<file path="src/rtl/decode32_wb_pkg.sv">
// Shared definitions for the decode/write-back slice: opcodes, register
// indices, write-back FSM encoding and the immediate-extension helper.
package cpu_defs;

  localparam logic [5:0] OP_ANDI  = 6'b001100;
  localparam logic [5:0] OP_ORI   = 6'b001101;
  localparam logic [5:0] OP_XORI  = 6'b001110;
  localparam logic [5:0] OP_SLTIU = 6'b001011;
  localparam logic [5:0] OP_LW    = 6'b100011;
  localparam logic [5:0] OP_JAL   = 6'b000011;

  localparam logic [4:0] REG_ZERO = 5'd0;
  localparam logic [4:0] REG_SP   = 5'd29;
  localparam logic [4:0] REG_RA   = 5'd31;

  typedef enum logic [1:0] {
    IDLE      = 2'd0,
    LOAD_WAIT = 2'd1,
    DONE      = 2'd2
  } wb_state_t;

  // Logical immediates (and sltiu) take a zero-extended 16-bit operand.
  function automatic logic is_zero_ext(input logic [5:0] op);
    return (op == OP_ANDI) || (op == OP_ORI) || (op == OP_XORI) || (op == OP_SLTIU);
  endfunction

endpackage

</file>
<file path="src/rtl/decode32_wb_if.sv">
// Load request/acknowledge channel between the write-back block and data memory.
// Handshake: ld_req stays high from the issuing edge until the edge on which
// ld_ack is seen (or the wait times out); ld_addr is valid while ld_req=1;
// ld_data is sampled only in a cycle where ld_ack=1 and ld_req=1.
interface decode32_wb_if;
  logic        ld_req;
  logic [31:0] ld_addr;
  logic        ld_ack;
  logic [31:0] ld_data;

  modport master (output ld_req, ld_addr, input ld_ack, ld_data);
  modport slave  (input ld_req, ld_addr, output ld_ack, ld_data);
endinterface

</file>
<file path="src/rtl/decode32_wb_regfile32.sv">
// 32x32 register file: two asynchronous read ports, one synchronous write
// port. $0 reads as zero and ignores writes; $sp resets to SP_INIT.
module regfile32
  import cpu_defs::*;
#(
  parameter logic [31:0] SP_INIT = 32'h0000_7FFC
) (
  input  logic        clock,
  input  logic        reset,
  input  logic [4:0]  raddr1_i,
  input  logic [4:0]  raddr2_i,
  input  logic        we_i,
  input  logic [4:0]  waddr_i,
  input  logic [31:0] wdata_i,
  output logic [31:0] rdata1_o,
  output logic [31:0] rdata2_o
);

  logic [31:0] regs_q [32];

  // Synchronous reset of the whole array, then single-port writes.
  always_ff @(posedge clock) begin
    if (!reset) begin
      for (int i = 0; i < 32; i++) begin
        regs_q[i] <= (i == int'(REG_SP)) ? SP_INIT : 32'h0;
      end
    end else if (we_i && (waddr_i != REG_ZERO)) begin
      regs_q[waddr_i] <= wdata_i;
    end
  end

  // Unbypassed reads; $0 forced to zero.
  always_comb begin
    rdata1_o = (raddr1_i == REG_ZERO) ? 32'h0 : regs_q[raddr1_i];
    rdata2_o = (raddr2_i == REG_ZERO) ? 32'h0 : regs_q[raddr2_i];
  end

endmodule

</file>
<file path="src/rtl/decode32_wb.sv">
// Decode/write-back: operand reads, immediate extension, write-back mux and
// the multi-cycle load FSM that stalls fetch until memory answers.
module decode32_wb
  import cpu_defs::*;
#(
  parameter int          LD_TIMEOUT = 16,
  parameter logic [31:0] SP_INIT    = 32'h0000_7FFC
) (
  input  logic               clock,
  input  logic               reset,
  input  logic [31:0]        Instruction,
  input  logic [31:0]        PC_plus_4,
  input  logic [31:0]        ALU_Result,
  input  logic               RegWrite,
  input  logic               RegDst,
  input  logic               MemtoReg,
  input  logic               Jal,
  decode32_wb_if.master      mem,
  output logic [31:0]        Read_data_1,
  output logic [31:0]        Read_data_2,
  output logic [31:0]        Sign_extend,
  output logic               stall,
  output logic               ld_err,
  output wb_state_t          dbg_state
);

  localparam int CNT_W = $clog2(LD_TIMEOUT + 1);
  localparam logic [CNT_W-1:0] CNT_LAST = CNT_W'(LD_TIMEOUT - 1);

  wb_state_t        state_q, state_d;
  logic [CNT_W-1:0] cnt_q, cnt_d;
  logic [4:0]       dest_q, dest_d;
  logic             ld_req_q, ld_req_d;
  logic [31:0]      ld_addr_q, ld_addr_d;
  logic             ld_err_q, ld_err_d;

  logic [4:0]  dest_now;
  logic        we;
  logic [4:0]  waddr;
  logic [31:0] wdata;

  // Destination select and immediate extension are pure decode.
  always_comb begin
    if (Jal)         dest_now = REG_RA;
    else if (RegDst) dest_now = Instruction[15:11];
    else             dest_now = Instruction[20:16];
    if (is_zero_ext(Instruction[31:26])) Sign_extend = {16'h0, Instruction[15:0]};
    else                                 Sign_extend = {{16{Instruction[15]}}, Instruction[15:0]};
  end

  // Load FSM next state, write-back port and stall.
  always_comb begin
    state_d   = state_q;
    cnt_d     = cnt_q;
    dest_d    = dest_q;
    ld_req_d  = ld_req_q;
    ld_addr_d = ld_addr_q;
    ld_err_d  = ld_err_q;
    we        = 1'b0;
    waddr     = dest_now;
    wdata     = Jal ? PC_plus_4 : ALU_Result;
    stall     = 1'b0;
    unique case (state_q)
      IDLE: begin
        if (RegWrite && !MemtoReg) begin
          we = 1'b1;
        end else if (RegWrite && MemtoReg) begin
          // Gated by reset so a held lw does not show a stall while in reset.
          stall     = reset;
          ld_req_d  = 1'b1;
          ld_addr_d = ALU_Result;
          dest_d    = dest_now;
          cnt_d     = '0;
          state_d   = LOAD_WAIT;
        end
      end
      LOAD_WAIT: begin
        stall = 1'b1;
        cnt_d = cnt_q + CNT_W'(1);
        // An ack on the final cycle still wins over the timeout.
        if (mem.ld_ack) begin
          we       = 1'b1;
          waddr    = dest_q;
          wdata    = mem.ld_data;
          ld_req_d = 1'b0;
          state_d  = DONE;
        end else if (cnt_q == CNT_LAST) begin
          ld_req_d = 1'b0;
          ld_err_d = 1'b1;
          state_d  = DONE;
        end
      end
      DONE: begin
        // The load retires here; MemtoReg is still high but must not re-issue.
        state_d = IDLE;
      end
      default: state_d = IDLE;
    endcase
  end

  // FSM and load-channel registers.
  always_ff @(posedge clock) begin
    if (!reset) begin
      state_q   <= IDLE;
      cnt_q     <= '0;
      dest_q    <= REG_ZERO;
      ld_req_q  <= 1'b0;
      ld_addr_q <= 32'h0;
      ld_err_q  <= 1'b0;
    end else begin
      state_q   <= state_d;
      cnt_q     <= cnt_d;
      dest_q    <= dest_d;
      ld_req_q  <= ld_req_d;
      ld_addr_q <= ld_addr_d;
      ld_err_q  <= ld_err_d;
    end
  end

  regfile32 #(.SP_INIT(SP_INIT)) u_regfile (
    .clock    (clock),
    .reset    (reset),
    .raddr1_i (Instruction[25:21]),
    .raddr2_i (Instruction[20:16]),
    .we_i     (we),
    .waddr_i  (waddr),
    .wdata_i  (wdata),
    .rdata1_o (Read_data_1),
    .rdata2_o (Read_data_2)
  );

  assign mem.ld_req  = ld_req_q;
  assign mem.ld_addr = ld_addr_q;
  assign ld_err      = ld_err_q;
  assign dbg_state   = state_q;

endmodule

</file>
<file path="src/flat_wrapper.sv">
// flat-port wrapper written by rule: the top's interface ports become plain ports
module decode32_wb_flat import cpu_defs::*;
#(
  parameter int          LD_TIMEOUT = 16,
  parameter logic [31:0] SP_INIT    = 32'h0000_7FFC
)
  (clock, reset, Instruction, PC_plus_4, ALU_Result, RegWrite, RegDst, MemtoReg, Jal, Read_data_1, Read_data_2, Sign_extend, stall, ld_err, dbg_state, mem_ld_req, mem_ld_addr, mem_ld_ack, mem_ld_data);
  decode32_wb_if mem_i ();
  input  logic clock;
  input  logic reset;
  input  logic [31:0] Instruction;
  input  logic [31:0] PC_plus_4;
  input  logic [31:0] ALU_Result;
  input  logic RegWrite;
  input  logic RegDst;
  input  logic MemtoReg;
  input  logic Jal;
  output logic [31:0] Read_data_1;
  output logic [31:0] Read_data_2;
  output logic [31:0] Sign_extend;
  output logic stall;
  output logic ld_err;
  output wb_state_t dbg_state;
  output wire logic [$bits(mem_i.ld_req)-1:0] mem_ld_req;
  output wire logic [$bits(mem_i.ld_addr)-1:0] mem_ld_addr;
  input wire logic [$bits(mem_i.ld_ack)-1:0] mem_ld_ack;
  input wire logic [$bits(mem_i.ld_data)-1:0] mem_ld_data;
  assign mem_ld_req = mem_i.ld_req;
  assign mem_ld_addr = mem_i.ld_addr;
  assign mem_i.ld_ack = mem_ld_ack;
  assign mem_i.ld_data = mem_ld_data;
  decode32_wb #(.LD_TIMEOUT(LD_TIMEOUT), .SP_INIT(SP_INIT)) u_core (.clock(clock), .reset(reset), .Instruction(Instruction), .PC_plus_4(PC_plus_4), .ALU_Result(ALU_Result), .RegWrite(RegWrite), .RegDst(RegDst), .MemtoReg(MemtoReg), .Jal(Jal), .mem(mem_i), .Read_data_1(Read_data_1), .Read_data_2(Read_data_2), .Sign_extend(Sign_extend), .stall(stall), .ld_err(ld_err), .dbg_state(dbg_state));
endmodule
</file>
<file path="config.mk">
export PLATFORM = sky130hd
export DESIGN_NAME = decode32_wb_flat
export DESIGN_NICKNAME = d
export VERILOG_FILES = /design/src/rtl/decode32_wb_pkg.sv /design/src/rtl/decode32_wb_if.sv /design/src/rtl/decode32_wb_regfile32.sv /design/src/rtl/decode32_wb.sv /design/src/flat_wrapper.sv
export SDC_FILE = /design/constraint.sdc
export NUM_CORES = 2
export LEC_CHECK = 0
export ABC_AREA = 1
export ABC_CLOCK_PERIOD_IN_PS = 3300
export CELL_PAD_IN_SITES_DETAIL_PLACEMENT = 0
export CELL_PAD_IN_SITES_GLOBAL_PLACEMENT = 2
export CORE_AREA = 2 2 405 407
export DETAILED_ROUTE_END_ITERATION = 7
export DIE_AREA = 0 0 407 409
export PLACE_DENSITY_LB_ADDON = 0.1
export REMOVE_ABC_BUFFERS = 1
export SYNTH_ARGS = -nofsm -noshare
export SYNTH_HDL_FRONTEND = slang
export SYNTH_SLANG_ARGS = --single-unit
</file>
<file path="constraint.sdc">
create_clock -name clock -period 3.3 [get_ports clock]
set_input_delay 0.33 -clock clock [delete_from_list [all_inputs] [get_ports clock]]
set_output_delay 0.33 -clock clock [all_outputs]
set_load 0.03 [all_outputs]
</file>
==> results.sh <==
export IMPL_outcome="complete, no violations"
export IMPL_global_route_wire_length_before_repair_um=370900
export IMPL_timing_final_crit_share_pct=89.11
export IMPL_worst_r2r_endpoint="u_core.u_regfile.regs_q[15][14]$_SDFFCE_PN0P_"
export IMPL_syn_inst=7614
export IMPL_yosysWarningCount=0
export IMPL_synth_top_area_share_pct=51.60
export IMPL_count_of_max_cap_constraint_violations=0
export IMPL_flow_area_growth_from_synthesis_pct=20.02
export IMPL_final_core_util_pct=44.14
export IMPL_synth_top_cell_by_area="sky130_fd_sc_hd__edfxtp_1"
export IMPL_die_outline_area_um2=166500
export IMPL_post_synth_instance_area_um2=59590
export IMPL_layout_cells_most_common_list="sky130_fd_sc_hd__nand2_1, sky130_fd_sc_hd__nand3_1, sky130_fd_sc_hd__nor2_1"
export IMPL_min_path_cells=5
export IMPL_grt_antenna_before_repair=3
export IMPL_slew_headroom_pct=35.81
export IMPL_drt_first_pass_iters=6
export IMPL_io_pin_count=268
export IMPL_max_vdd_ir_drop_v=0.0006074
export IMPL_cts_repair_timing_setup_buffer_count=0
export IMPL_post_drt_wl_per_cell_um=26.03
export IMPL_synth_lib_cells_used_distinct=36
export IMPL_synth_area_leaders="sky130_fd_sc_hd__edfxtp_1, sky130_fd_sc_hd__nand2_1, sky130_fd_sc_hd__nand3_1, sky130_fd_sc_hd__nor2_1, sky130_fd_sc_hd__clkbuf_1"
export IMPL_clk_pin_slew_ns=0.05
export IMPL_maxClockFrequency_mhz=340.1
export IMPL_grt_use_total_pct=30.66
export IMPL_worstReg2RegStart="u_core.dbg_state[0]$_SDFFE_PN0P_"
export IMPL_timing_hold_worst_class="in -> reg"
export IMPL_power_total_mw=36.47
export IMPL_postRouteAntennaNets=0
export IMPL_detailroute_via_count=54322
export IMPL_reg2reg_depth=9
export IMPL_cp_required_ns=2.97
export IMPL_nets=7773
export IMPL_clock_tree_from_tritoncts="done"
export IMPL_cts_sinks=1070
export IMPL_power_static_leakage_nw=29.33
export IMPL_global_placer_s_final_weighted_congestion=0.8318
export IMPL_vias_in_the_first_global_route=52438
export IMPL_dp_final_hpwl_um=153300
export IMPL_post_synth_cell_area_avg_um2=7.827
export IMPL_layout_commonest_cell="sky130_fd_sc_hd__nand2_1"
export IMPL_floorplan_initialDensity_pct=36.78
export IMPL_worst_hold_startpoint="Jal"
export IMPL_global_route_overflow_total=0
export IMPL_drc_errors=0
export IMPL_finalClockSkew_ns=0.01687
export IMPL_cts_max_level=4
export IMPL_synth_seq_cells=1070
export IMPL_min_to="u_core.dest_q[3]$_SDFFE_PN0P_"
export IMPL_regToRegSetupSlack_ns=0.53
export IMPL_final_hold_viol_count=0
export IMPL_slew_at_the_pin_closest_to_its_max_slew_limit_ns=0.9629
export IMPL_placementRows=148
export IMPL_port_buffer_count=245
export IMPL_cts_buffers=134
export IMPL_rsz0062_at_grt="no"
export IMPL_timing_critical_path_from_type="input pin"
export IMPL_pin_count_of_the_biggest_net_entering_global_routing=79
export IMPL_post_route_cells_drive_above_1_share_pct=11.88
export IMPL_floorplan_core_area_um2=162000
export IMPL_clock_insertion_delay_worst_skew_ns=0.77
export IMPL_finalSetupViolations=0
export IMPL_clock_period_minus_worst_slack_ns=2.941
export IMPL_slew_viol_final=0
export IMPL_worstSetupEndpointType="output pin"
export IMPL_route_detailed_vias_per_inst=5.480
export IMPL_ctsLongestPathBuffers=3
export IMPL_routed_wl_um=258000
export IMPL_chipWidth_um=407
export IMPL_critical_path_max_fanout=42
export IMPL_num_antenna_cells=0
export IMPL_power_per_cell_area_nw_per_um2=509.8
export IMPL_die_y_um=409
export IMPL_initialDrtViolationCount=5775
export IMPL_ys_seq_area_share_pct=53.15
export IMPL_worst_endpoint_arrival_ns=2.61
export IMPL_crit_type="in -> out"
export IMPL_clock_root_buffer="sky130_fd_sc_hd__clkbuf_16"
what timing repair did:
action	in CTS	in global routing
endpoints found under the setup margin	0	0
hold buffers	1	0
endpoints found under the hold margin	12	0
resized for setup	0	0
registers in the layout (all words and copies together) (netlist names):
signal and flops:
u_core.u_regfile.regs_q 1024, u_core.mem.ld_addr 32, u_core.cnt_q 5, u_core.dest_q 5, u_core.dbg_state 2, u_core.ld_err 1
u_core.mem.ld_req 1
stage by stage:
| step | std cells | setup TNS [ns] | setup slack [ns] | area [µm²] | hold slack [ns] |
|---|---|---|---|---|---|
| 6_report | 9913 | 0 | 0.3594 | 71520 | 0.1178 |
| 3_3_place_gp | 9674 | 0 | 0.2682 | 67280 | 0.4450 |
| 5_1_grt | 9913 | 0 | 0.2052 | 71520 | 0.1462 |
| 2_1_floorplan | 6949 | -1555.55 | -8.429 | 56680 | 0.4292 |
| 3_5_place_dp | 9674 | 0 | 0.3101 | 67280 | 0.4481 |
| 4_1_cts | 9913 | 0 | 0.3523 | 71520 | 0.05868 |
power breakdown:
| group | internal (mW) | leakage, nW | switching, mW |
|---|---|---|---|
| Sequential | 15.4 | 10.9 | 0.270 |
| Combinational | 1.95 | 16.4 | 4.20 |
| Clock | 8.59 | 2.07 | 6.07 |
layout make-up:
class	count	area (µm²)
clock buffers	170	3572
flip-flops and latches	1070	31670
repair buffers	551	7382
well taps	2175	2721
multi-input cells	5825	25270
clock inverters	68	664.4
fillers	15861	90510
inverters	54	247.7
critical path: stages:
cell and delay [ns]:
sky130_fd_sc_hd__buf_8 0.16, sky130_fd_sc_hd__inv_8 0.27, sky130_fd_sc_hd__buf_12 0.28, sky130_fd_sc_hd__buf_12 0.27, sky130_fd_sc_hd__nand2_1 0.08, sky130_fd_sc_hd__nand3_1 0.08, sky130_fd_sc_hd__nand3_1 0.10, sky130_fd_sc_hd__nand2_1 0.09
sky130_fd_sc_hd__nand2_1 0.05, sky130_fd_sc_hd__nand2_1 0.09, sky130_fd_sc_hd__nor2_1 0.09, sky130_fd_sc_hd__nor2_1 0.40, sky130_fd_sc_hd__buf_12 0.18
synth_stat cells (all sizes together):
cell,count
conb,1
inv,52
nor3,5
nor3b,1
a31oi,1
o32ai,1
clkbuf,481
edfxtp,1024
nor2,1438
clkinv,2
ha,2
o221a,1
nand3b,1
nand2,2606
a21oi,88
o21ai,255
and3,1
nand3,1390
a211oi,1
nand4,1
dfxtp,46
o31ai,1
buf,215
worst max path at each step:
stage	startpoint	end	slack [ns]	depth (start not counted)
floorplan	Instruction[21]	Read_data_1[0]	-8.43	4
global placement	RegDst	u_core.u_regfile.regs_q[15][30]$_SDFFCE_PN0P_	0.27	12
detailed placement	RegDst	u_core.u_regfile.regs_q[1][14]$_SDFFCE_PN0P_	0.31	13
CTS	Instruction[21]	Read_data_1[28]	0.35	13
global route	Instruction[21]	Read_data_1[16]	0.21	13
finish	Instruction[21]	Read_data_1[28]	0.36	13
cells by family (layout without fill, tap and decap cells):
family | count (synthesis) | after routing | synth area share [%]
compound gates | 348 | 348 | 2.988
fa+ha+maj | 2 | 2 | 0.04199
buf+inv | 750 | 843 | 5.427
flops | 1070 | 1070 | 53.15
other cells | 1 | 32 | 0.006293
simple gates | 5443 | 5443 | 38.39
routing by layer:
| metal | vias to the layer above | track usage [%] | share of wire (%) |
|---|---|---|---|
| li1 | 25113 | - | - |
| met1 | 26492 | 42.33 | 43 |
| met2 | 2349 | 50.00 | 47 |
| met3 | 368 | 4.468 | 7.5 |
| met4 | 0 | 8.474 | 2.6 |
| met5 | - | 0 | 0 |
(Power assumes the default switching activity.)
